--- src/rtl/arbitro_pkg.sv ---
// Shared definitions for the two-requester arbiter/mux: state encoding and
// default parameter values.
package arbitro_pkg;

  localparam int ANCHO_DEF      = 6;
  localparam int MAX_RAFAGA_DEF = 4;

  typedef enum logic [1:0] {
    IDLE  = 2'b00,
    SERV0 = 2'b01,
    SERV1 = 2'b10
  } estado_e;

  function automatic estado_e otro_serv(estado_e s);
    return (s == SERV0) ? SERV1 : SERV0;
  endfunction

endpackage

--- src/rtl/Mux_2a1.sv ---
// Two-to-one data multiplexer, width-parameterised.
module Mux_2a1 #(
  parameter int W = 1
) (
  input  logic [W-1:0] a_i,
  input  logic [W-1:0] b_i,
  input  logic         sel_i,
  output logic [W-1:0] y_o
);

  assign y_o = sel_i ? b_i : a_i;

endmodule

--- src/rtl/arbitro_mux.sv ---
// Two-requester burst arbiter feeding a single registered output word with
// valid/ready handshake downstream.
module arbitro_mux
  import arbitro_pkg::*;
#(
  parameter int ANCHO      = ANCHO_DEF,
  parameter int MAX_RAFAGA = MAX_RAFAGA_DEF
) (
  input  logic             CLK,
  input  logic             RST_n,
  input  logic             REQ0,
  input  logic             REQ1,
  input  logic [ANCHO-1:0] DATO0,
  input  logic [ANCHO-1:0] DATO1,
  input  logic             LISTO,
  output logic             GNT0,
  output logic             GNT1,
  output logic             SEL,
  output logic [ANCHO-1:0] Y,
  output logic             VALIDO
);

  localparam logic [3:0] MAX_C = 4'(MAX_RAFAGA);

  estado_e          state_q, state_d;
  logic [3:0]       cnt_q, cnt_d;
  logic             ultimo_q, ultimo_d;
  logic [ANCHO-1:0] y_q, y_d, mux_y;
  logic             valido_q, valido_d;
  logic             req_own, req_otro, toma, fin_rafaga;

  Mux_2a1 #(.W(ANCHO)) u_mux (
    .a_i  (DATO0),
    .b_i  (DATO1),
    .sel_i(SEL),
    .y_o  (mux_y)
  );

  assign GNT0   = (state_q == SERV0);
  assign GNT1   = (state_q == SERV1);
  assign SEL    = (state_q == SERV1);
  assign Y      = y_q;
  assign VALIDO = valido_q;

  always_comb begin
    req_own    = (state_q == SERV1) ? REQ1 : REQ0;
    req_otro   = (state_q == SERV1) ? REQ0 : REQ1;
    // The output register frees up in the same cycle it is consumed.
    toma       = (state_q != IDLE) && req_own && (!valido_q || LISTO);
    fin_rafaga = toma && ((cnt_q + 4'd1) == MAX_C);

    y_d      = y_q;
    valido_d = valido_q;
    if (toma) begin
      y_d      = mux_y;
      valido_d = 1'b1;
    end else if (valido_q && LISTO) begin
      valido_d = 1'b0;
    end

    state_d = state_q;
    case (state_q)
      IDLE: begin
        if (REQ0 && REQ1) state_d = ultimo_q ? SERV0 : SERV1;
        else if (REQ0)    state_d = SERV0;
        else if (REQ1)    state_d = SERV1;
      end
      SERV0, SERV1: begin
        if (!req_own)                    state_d = req_otro ? otro_serv(state_q) : IDLE;
        else if (fin_rafaga && req_otro) state_d = otro_serv(state_q);
      end
      default: state_d = IDLE;
    endcase

    // A full burst with nobody waiting just restarts the count.
    cnt_d = cnt_q;
    if (state_d != state_q) cnt_d = 4'd0;
    else if (fin_rafaga)    cnt_d = 4'd0;
    else if (toma)          cnt_d = cnt_q + 4'd1;

    ultimo_d = ultimo_q;
    if (state_q != IDLE && state_d != state_q) ultimo_d = (state_q == SERV1);
  end

  always_ff @(posedge CLK or negedge RST_n) begin
    if (!RST_n) begin
      state_q  <= IDLE;
      cnt_q    <= 4'd0;
      ultimo_q <= 1'b1;
      y_q      <= '0;
      valido_q <= 1'b0;
    end else begin
      state_q  <= state_d;
      cnt_q    <= cnt_d;
      ultimo_q <= ultimo_d;
      y_q      <= y_d;
      valido_q <= valido_d;
    end
  end

endmodule

--- config.mk ---
export PLATFORM = sky130hd
export DESIGN_NAME = arbitro_mux
export DESIGN_NICKNAME = d
export VERILOG_FILES = /design/src/rtl/arbitro_pkg.sv /design/src/rtl/Mux_2a1.sv /design/src/rtl/arbitro_mux.sv
export SDC_FILE = /design/constraint.sdc
export NUM_CORES = 1
export LEC_CHECK = 0
export ABC_CLOCK_PERIOD_IN_PS = 4600
export CORE_ASPECT_RATIO = 0.8
export CORE_MARGIN = 8
export CORE_UTILIZATION = 40
export DETAILED_ROUTE_END_ITERATION = 6
export HOLD_SLACK_MARGIN = 0.02
export PLACE_DENSITY_LB_ADDON = 0.1
export SYNTH_ARGS = -nofsm -noshare
export SYNTH_HDL_FRONTEND = slang
export SYNTH_SLANG_ARGS = --single-unit
--- constraint.sdc ---
create_clock -name CLK -period 4.6 [get_ports CLK]
set_input_delay 0.69 -clock CLK [delete_from_list [all_inputs] [get_ports CLK]]
set_output_delay 0.69 -clock CLK [all_outputs]
set_load 0.05 [all_outputs]
==> impl_metrics.toml, run 1 <==
[sta]
final_critical_delay_including_setup_and_external_delays_ns = 2.81
fin_crit_sh_pct = 61.0
rsz_0062_raised_after_global_routing = "no"
finalMaxSlewViolations = 0
slew_headroom_pct = 36.1
final_setup_slack_of_the_worst_path_ns = 1.79
finalHoldViolations = 0
report.final.setup_viol = 0
worst-slew-pin-transition_ns = 0.953
fmaxAchievable_mhz = 356
worst_clock_skew_ns = 0.00554
setup_tns_ns = 0

[route]
met2WireLength_mm = 1.21
route.detailed.vias_per_inst = 5.52
vias = 971
detail_route.first_pass.iterations = 4
drt_drc_violations_left = 0
drtIter0Drc = 80
met3_wire_len_um = 211
wirelength_mm = 2.59
route.top_layer_used = "met4"
antenna_left = 0
drt-met1-wl_mm = 1.15
wl_per_cell_um = 14.7

[global_routing]
grt_start_max_net_pins = 18
grt_use_total_pct = 12.4
gr_overflow_total = 0
global_route_wire_length_before_repair_mm = 4.36
antenna_violations_before_repair = 0
via_count_of_the_first_global_routing_pass = 953

[critical_path]
critical_path.reg2reg.endpoint = "cnt_q[3]"
critPathKind = "in2reg"
setup.worst_path.end = "cnt_q[3]"
worstRegToRegCells = 8
worst_setup_path_startpoint = "REQ1"
crit_required_ns = 4.76
r2r_setup_slack_ns = 1.97
critical_path.max_fanout = 17
r2r-start = "state_q[0]"
crit_arrival_ns = 2.97
sort_of_element_at_the_start_of_the_critical_path = "input pin"
cp-end-kind = "flop"

[clock_tree]
post_cts.repair.setup_buffers = 0
cts_hold_repair.buffers = 0
clkLatencyLatePin_ns = 0.28
clk_pin_slew_worst_paths_ns = 0.08
total_cts_buffers = 3
cts_root_buf = "sky130_fd_sc_hd__clkbuf_4"
number_of_buffers_on_the_longest_clock_path = 2
cts_tree = "done"
ctsHtreeMaxLevel = 1
ctsResizeCount = 0
tritoncts_num_sinks = 14

[cells_and_area]
layout.cells.most_common = "sky130_fd_sc_hd__clkdlybuf4s50_1"
final_util_pct = 55.2
layout_common_cells = "26 x sky130_fd_sc_hd__clkdlybuf4s50_1, 13 x sky130_fd_sc_hd__dfrtp_1, 11 x sky130_fd_sc_hd__nor2_1"
final_design_area_no_fill_mm2 = 0.00137
final_net_count = 163
drive_above_1_share_pct = 10.0
layout.cells.non_filler = 176
flow.area_growth_from_synthesis_pct = 29.3
antenna_cells = 0

[place]
place.port_buffers = 26
gp_congestion = 0.858
dpl_worst_slack_ns = 1.58
dp.final_hpwl_mm = 1.96
numPlacedInstances = 172
place_area_mm2 = 0.00134

[logic_synthesis]
postSynthCellCount = 115
synth_area_mm2 = 0.00106
synth_top_family_by_area = "compound AO/OA/AOI/OAI gates"
synth.yosys.seq_area_share_pct = 33.2
synth_adder_area_share_pct = 5.90
synth-xor-area-share_pct = 0.826
yosys_most_used_dff = "sky130_fd_sc_hd__dfrtp_1"
yosysWarningCount = 0
mappedNetlistNets = 137
asyncSetResetFlopFracSynth_pct = 100
avgSynthCellArea_um2 = 9.22
synth_compound_gate_area_share_pct = 24.6
unique_masters_post_synth = 41
synth_mux_area_share_pct = 10.9
ys_ff_latch = 14
number_of_flops_mapped_to_enable_cells_by_yosys = 0
synth-simple-area-share_pct = 20.2

[worst_hold_path]
hold_crit_path_type = "reg2reg"

[outcome]
run_status = "finished clean"

[floorplan]
die_height_um = 62.0
start_util_pct = 42.7
core_area_mm2 = 0.00248
die_x_um = 73.5
ios = 27
dieArea_mm2 = 0.00456
rows = 16

[power]
irDropWorstVdd_mv = 0.329
cellPowerDensity_mw_per_mm2 = 682
power.static_leakage_nw = 0.544

[flow_run]
maxCapViolations = 0
[synth_stat cells (2+ instances only)]
master | instances | area [um^2]
sky130_fd_sc_hd__o41ai_1 | 2 | 17.5
sky130_fd_sc_hd__a21oi_1 | 7 | 35.0
sky130_fd_sc_hd__o21bai_1 | 2 | 15.0
sky130_fd_sc_hd__nand2b_1 | 3 | 18.8
sky130_fd_sc_hd__o21ai_0 | 5 | 25.0
sky130_fd_sc_hd__buf_2 | 2 | 10.0
sky130_fd_sc_hd__a211oi_1 | 4 | 30.0
sky130_fd_sc_hd__o211ai_1 | 4 | 30.0
sky130_fd_sc_hd__clkbuf_1 | 3 | 11.3
sky130_fd_sc_hd__and3_1 | 2 | 12.5
sky130_fd_sc_hd__o2111a_1 | 2 | 22.5
sky130_fd_sc_hd__nor2b_1 | 2 | 12.5
sky130_fd_sc_hd__nand4_1 | 2 | 12.5
sky130_fd_sc_hd__nand2_1 | 9 | 33.8
sky130_fd_sc_hd__ha_1 | 5 | 62.6
sky130_fd_sc_hd__dfrtp_1 | 13 | 325
sky130_fd_sc_hd__a31oi_1 | 2 | 12.5
sky130_fd_sc_hd__nor2_1 | 11 | 41.3
sky130_fd_sc_hd__mux2i_1 | 9 | 90.1
sky130_fd_sc_hd__inv_1 | 5 | 18.8
[flip-flops by register name, summed over array words and instances (netlist names)]
signal	flops
state_q	2
cnt_q	4
VALIDO	1
ultimo_q	1
Y	6
[cell type report]
type | instances | area (um^2)
fill | 250 | 1110
multi-input combinational | 90 | 661
sequential | 14 | 352
timing repair buffer | 27 | 268
tap | 36 | 45.0
clock buffer | 4 | 26.3
inverter | 5 | 18.8
[report_power, final]
part           total (mW)  switching, mW  internal [mW]
sequential          0.214         0.0371          0.177
clock              0.0731         0.0394         0.0337
combinational       0.648          0.408          0.240
total               0.935          0.484          0.450
[stage by stage]
stage / hold slack [ns] / total power, mW
CTS: 0.546 / 0.942
detailed placement: 0.526 / 0.864
finish: 0.537 / 0.935
global placement: 0.515 / 0.863
global route: 0.568 / 1.01
floorplan: 0.394 / 0.691
[worst max-delay path: stages]
cell	delay, ns
sky130_fd_sc_hd__clkdlybuf4s50_1	0.80
sky130_fd_sc_hd__mux2i_2	0.24
sky130_fd_sc_hd__nor3_2	0.81
sky130_fd_sc_hd__nand4_1	0.20
sky130_fd_sc_hd__xor2_1	0.17
sky130_fd_sc_hd__nor2_1	0.05
[per-layer routing]
metal	track usage, %	vias up
met3	5.61	4
li1	-	480
met1	14.9	459
met2	19.4	28
met4	4.25	0
met5	0	-
[cells by family (layout without fill, tap and decap cells)]
group / after synthesis / in the layout
AO/OA/AOI/OAI: 36 / 36
XOR/XNOR: 1 / 1
adder cells (fa/ha/maj): 5 / 5
buffers and inverters: 11 / 36
flip-flops: 14 / 14
multiplexers: 11 / 11
AND/OR/NAND/NOR: 37 / 37
[how the worst min path moves through the flow]
| stage | start | to | slack (ns) | cells after the start |
|---|---|---|---|---|
| after global routing | Y[5] | Y[5] | 0.57 | 2 |
| final | Y[5] | Y[5] | 0.54 | 2 |
| after CTS | Y[4] | Y[4] | 0.55 | 2 |
| after floorplan | RST_n | VALIDO | 0.39 | 0 |
| after global placement | Y[2] | Y[2] | 0.51 | 2 |
| after detailed placement | Y[4] | Y[4] | 0.53 | 2 |
No activity file was read; power rests on OpenSTA's default activity.
==> inputs of run 2 (changes only) <==
- ABC_CLOCK_PERIOD_IN_PS: 4600 -> 2500
- clock period: 4.6 -> 2.5 ns (I/O delays scaled with it)
==> impl_metrics.toml, run 2 (synthesis results as in run 1) <==
[outcome]
run_status = "finished clean"

[cells_and_area]
layout.cells.non_filler = 181
multi_input_area_um2 = 661
drive_above_1_share_pct = 15.2
final_util_pct = 57.4
seqCellArea_um2 = 352
final_net_count = 168
flow.area_growth_from_synthesis_pct = 34.5
antenna_cells = 0
largest_register_ffs = 6
layout.cells.most_common = "sky130_fd_sc_hd__clkdlybuf4s50_1"
filler_cell_count = 249
layout_common_cells = "23 x sky130_fd_sc_hd__clkdlybuf4s50_1, 13 x sky130_fd_sc_hd__dfrtp_1, 11 x sky130_fd_sc_hd__nor2_1"

[critical_path]
cp-end-kind = "flop"
critical_path.max_fanout = 7
crit_required_ns = 2.70
sort_of_element_at_the_start_of_the_critical_path = "flop"
crit_arrival_ns = 2.53
r2r_setup_slack_ns = 0.18
critPathKind = "reg2reg"

[clock_tree]
clk_pin_slew_worst_paths_ns = 0.09
total_cts_buffers = 3
cts_tree = "done"
cts_root_buf = "sky130_fd_sc_hd__clkbuf_4"
post_cts.repair.setup_buffers = 0
ctsHtreeMaxLevel = 1
tritoncts_num_sinks = 14
ctsResizeCount = 0
number_of_buffers_on_the_longest_clock_path = 2
cts_hold_repair.buffers = 0
clkLatencyLatePin_ns = 0.28

[route]
wirelength_mm = 2.77
vias = 997
drtIter0Drc = 44
antenna_left = 0
drt_drc_violations_left = 0
detail_route.first_pass.iterations = 4
route.detailed.vias_per_inst = 5.51
wl_per_cell_um = 15.3

[global_routing]
global_route_wire_length_before_repair_mm = 4.68
grt_use_total_pct = 13.3
gr_overflow_total = 0
grt_start_max_net_pins = 17
via_count_of_the_first_global_routing_pass = 1033
antenna_violations_before_repair = 0

[power]
finalPower_mw = 1.80
share_seq_of_total_power_pct = 22.1
power.share.combinational_pct = 70.5
cellPowerDensity_mw_per_mm2 = 1260
irDropWorstVdd_mv = 0.452
switching_power_mw = 0.915
p_int_mw = 0.880
share_clk_of_total_power_pct = 7.5
power_switching_share_pct = 51.0
power.static_leakage_nw = 0.581

[flow_run]
maxCapViolations = 0

[sta]
rsz_0062_raised_after_global_routing = "no"
setup_tns_ns = 0
report.final.setup_viol = 0
worst_clock_skew_ns = 0.00912
final_critical_delay_including_setup_and_external_delays_ns = 2.32
fin_crit_sh_pct = 92.9
finalHoldViolations = 0
final_setup_slack_of_the_worst_path_ns = 0.179
finalMaxSlewViolations = 0
slew_headroom_pct = 58.1
fmaxAchievable_mhz = 431
worst-slew-pin-transition_ns = 0.626

[floorplan]
dieArea_mm2 = 0.00456
die_x_um = 73.5
core_area_mm2 = 0.00248
rows = 16
die_height_um = 62.0
start_util_pct = 42.7
ios = 27

[place]
gp_congestion = 0.915
numPlacedInstances = 177
place.port_buffers = 26
dp.final_hpwl_mm = 2.17
dpl_worst_slack_ns = 0.103

[worst_hold_path]
hold_crit_path_type = "in2async"
==> run 2: path summary, 6_finish.rpt <==
path                            cells past startpoint        from  endpoint
worst max-delay path                                7  state_q[0]  ultimo_q
max in group asynchronous                           1       RST_n      Y[2]
min in group CLK                                    2        Y[3]      Y[3]
worst min register to register                      2        Y[3]      Y[3]
worst min-delay path                                1       RST_n      Y[3]
worst max register to register                      7  state_q[0]  ultimo_q
==> run 2: area by class of cell <==
type                    instances  share of cell area (%)
clock buffers                   4                    1.84
multi-input cells              90                    46.4
flip-flops and latches         14                    24.7
well taps                      36                    3.16
repair buffers                 32                    22.7
inverters                       5                    1.32
==> run 2: metrics by stage <==
stage	instance area [um^2]	hold WS [ns]
after floorplan	1060	0.0794
after global placement	1400	0.509
after detailed placement	1400	0.516
after CTS	1430	0.503
after global routing	1430	0.517
final	1430	0.476
==> run 2: worst max-delay path: stages (launching register included) <==
cell and delay, ns:
sky130_fd_sc_hd__dfrtp_1 0.46, sky130_fd_sc_hd__inv_1 0.22, sky130_fd_sc_hd__ha_1 0.24, sky130_fd_sc_hd__mux2i_2 0.42
sky130_fd_sc_hd__a21oi_1 0.15, sky130_fd_sc_hd__o2111a_1 0.29, sky130_fd_sc_hd__o2111a_1 0.14, sky130_fd_sc_hd__a311o_1 0.31
==> run 2: routing by layer <==
metal  GRT usage [%]  wire length [um]  part of all wire, %
met1            15.8              1230                   45
met2            21.4              1290                   47
met3            5.77               226                  8.2
met4            3.97                20                 0.72
met5               0                 0                    0
==> run 2: power by group through the flow <==
stage	Sequential, mW	Clock (mW)	Combinational [mW]
after floorplan	0.580	0	0.692
after global placement	0.399	0	1.25
after detailed placement	0.402	0	1.26
after CTS	0.398	0.138	1.26
after global routing	0.409	0.153	1.37
final	0.396	0.134	1.27
==> inputs of run 3 (changes only) <==
- CORE_ASPECT_RATIO: 0.8 -> 1.4
- SYNTH_HIERARCHICAL: default -> 1
==> impl_metrics.toml, run 3 <==
[floorplan]
core_area_mm2 = 0.00259
rows = 22
die_x_um = 59.9
ios = 27
die_height_um = 77.5
start_util_pct = 41.7
dieArea_mm2 = 0.00464

[cells_and_area]
layout.cells.most_common = "sky130_fd_sc_hd__clkdlybuf4s50_1"
antenna_cells = 0
drive_above_1_share_pct = 33.1
final_design_area_no_fill_mm2 = 0.00148
final_net_count = 163
flow.area_growth_from_synthesis_pct = 36.7
layout_common_cells = "24 x sky130_fd_sc_hd__clkdlybuf4s50_1, 11 x sky130_fd_sc_hd__buf_4, 10 x sky130_fd_sc_hd__dfrtp_1, 10 x sky130_fd_sc_hd__nand2_1, 8 x sky130_fd_sc_hd__a21oi_1"
final_util_pct = 57.1
largest_register_ffs = 6

[critical_path]
critical_path.max_fanout = 6
worst_path_dominant_cell_family = "compound AO/OA/AOI/OAI gates"
crit_arrival_ns = 2.58
r2r-start = "cnt_q[1]"
cp-end-kind = "flop"
crit_required_ns = 2.72
critical_path.max_stage_delay_ns = 0.48
worstPathCellList = "ha_1 > or3b_2 > o41ai_4 > a21oi_1 > o311a_1 > o31a_1 > a21oi_2 > mux2_4"
worst_setup_path_startpoint = "cnt_q[1]"
cell_with_the_biggest_individual_delay_on_the_critical_path = "sky130_fd_sc_hd__or3b_2"
critPathKind = "reg2reg"
sort_of_element_at_the_start_of_the_critical_path = "flop"
buffers_inverters_on_critical_path = 0

[clock_tree]
post_cts.repair.setup_buffers = 0
number_of_buffers_on_the_longest_clock_path = 2
clkLatencyLatePin_ns = 0.28
cts_root_buf = "sky130_fd_sc_hd__clkbuf_4"
total_cts_buffers = 3
ctsResizeCount = 0
clk_pin_slew_worst_paths_ns = 0.09
cts_tree = "done"
tritoncts_num_sinks = 14
ctsHtreeMaxLevel = 1
cts_hold_repair.buffers = 0

[route]
wirelength_mm = 2.64
vias = 895
drtIter0Drc = 26
detail_route.first_pass.iterations = 4
wl_per_cell_um = 15.1
antenna_left = 0
route.detailed.vias_per_inst = 5.11
drt_drc_violations_left = 0

[sta]
fmaxAchievable_mhz = 423
finalHoldViolations = 0
finalMaxSlewViolations = 0
rsz_0062_raised_after_global_routing = "no"
report.final.setup_viol = 0
setup_tns_ns = 0
worst_clock_skew_ns = 0.00504
final_setup_slack_of_the_worst_path_ns = 0.136
fin_crit_sh_pct = 94.6
slew_headroom_pct = 55.7
final_critical_delay_including_setup_and_external_delays_ns = 2.36
worst-slew-pin-transition_ns = 0.663

[logic_synthesis]
ys_ff_latch = 14
synth_area_mm2 = 0.00108
yosys_most_used_dff = "sky130_fd_sc_hd__dfrtp_1"
mappedNetlistNets = 126
synth.largest_area_cell = "sky130_fd_sc_hd__dfrtp_1"
asyncSetResetFlopFracSynth_pct = 100
synth-xor-area-share_pct = 2.43
synth.yosys.seq_area_share_pct = 32.6
yosysMostFrequentCell = "sky130_fd_sc_hd__dfrtp_1"
synth_compound_gate_area_share_pct = 20.4
postSynthCellCount = 103
yosysWarningCount = 6
post-synth-top-area-fraction_pct = 30.1
unique_masters_post_synth = 39
synth_top_family_by_area = "compound AO/OA/AOI/OAI gates"
number_of_flops_mapped_to_enable_cells_by_yosys = 0
synth-simple-area-share_pct = 15.3
avgSynthCellArea_um2 = 10.5
post_synth_main_area_contributors = "sky130_fd_sc_hd__dfrtp_1 30%, sky130_fd_sc_hd__mux2_4 9.7%, sky130_fd_sc_hd__ha_1 7.0%"
synth_mux_area_share_pct = 18.2
synth_adder_area_share_pct = 6.95
ys_top_cells_by_count = "13 x sky130_fd_sc_hd__dfrtp_1, 10 x sky130_fd_sc_hd__nand2_1, 8 x sky130_fd_sc_hd__a21oi_1, 7 x sky130_fd_sc_hd__mux2_4"

[flow_run]
maxCapViolations = 0

[place]
dp.final_hpwl_mm = 2.13
gp_congestion = 0.857
dpl_worst_slack_ns = 0.0118
place.port_buffers = 26
place_area_mm2 = 0.00144

[global_routing]
grt_start_max_net_pins = 15
global_route_wire_length_before_repair_mm = 4.33
via_count_of_the_first_global_routing_pass = 927
antenna_violations_before_repair = 0
gr_overflow_total = 0
grt_use_total_pct = 11.7

[worst_hold_path]
hold_crit_path_type = "in2async"

[power]
p_int_mw = 0.904
share_clk_of_total_power_pct = 7.9
switching_power_mw = 0.829
share_seq_of_total_power_pct = 21.9
cellPowerDensity_mw_per_mm2 = 1170
irDropWorstVdd_mv = 0.652
finalPower_mw = 1.73
power.share.combinational_pct = 70.2
power.static_leakage_nw = 0.600
power_switching_share_pct = 47.8

[outcome]
run_status = "finished clean"
[run 3: changes by cell type in the layout (fill, tap and decap cells not counted), sizes merged, moves of 3 or more]
cell,change
nand2b,+3
mux2i,-8
o211ai,-5
mux2,+12
nor2,-8
o21ai,-3
a31oi,-3
a21oi,+3
[run 3: final timing paths]
check                             end  slack [ns]  cells after the start
setup / recovery             ultimo_q        0.14                      8
min in group CLK                 Y[1]        0.52                      1
hold reg to reg                  Y[1]        0.52                      1
hold / removal                   Y[3]        0.50                      1
max in group asynchronous  state_q[0]        1.54                      1
setup reg to reg             ultimo_q        0.14                      8
[run 3: layout make-up]
class,instances,area [um^2]
multi-input cells,81,708
flip-flops and latches,14,355
well taps,36,45.0
fillers,250,1110
inverters,5,18.8
repair buffers,35,323
clock buffers,4,26.3
[run 3: worst reg2reg max path, cell delays in order (launching register included)]
cell and delay, ns:
sky130_fd_sc_hd__dfrtp_2 0.42, sky130_fd_sc_hd__ha_1 0.19, sky130_fd_sc_hd__or3b_2 0.48, sky130_fd_sc_hd__o41ai_4 0.10, sky130_fd_sc_hd__a21oi_1 0.16, sky130_fd_sc_hd__o311a_1 0.36, sky130_fd_sc_hd__o31a_1 0.13, sky130_fd_sc_hd__a21oi_2 0.16
sky130_fd_sc_hd__mux2_4 0.31
[run 3: routing by layer]
metal | wire length (um) | vias up | GRT usage, %
met4 | 23 | 0 | 4.32
met2 | 1410 | 18 | 20.4
li1 | - | 443 | -
met3 | 124 | 2 | 2.31
met1 | 1080 | 432 | 13.4
met5 | 0 | - | 0
[run 3: logic make-up (layout without fill, tap and decap cells)]
kind of cell / count (synthesis) / after routing
flops: 14 / 14
fa+ha+maj: 6 / 6
compound gates: 27 / 27
simple gates: 30 / 30
mux: 15 / 15
xor+xnor: 3 / 3
buf+inv: 8 / 44
[run 3: power groups by stage]
stage | Clock, mW | Combinational, mW | Sequential, mW
after CTS | 0.145 | 1.21 | 0.378
after floorplan | 0 | 0.681 | 0.590
final | 0.138 | 1.22 | 0.379
after global routing | 0.152 | 1.30 | 0.394
after global placement | 0 | 1.20 | 0.378
after detailed placement | 0 | 1.21 | 0.381
[run 3: through the flow]
stage          hold slack, ns  instances
2_1_floorplan          0.0794        103
3_3_place_gp            0.488        171
3_5_place_dp            0.495        171
4_1_cts                 0.516        175
5_1_grt                 0.533        175
6_report                0.496        175
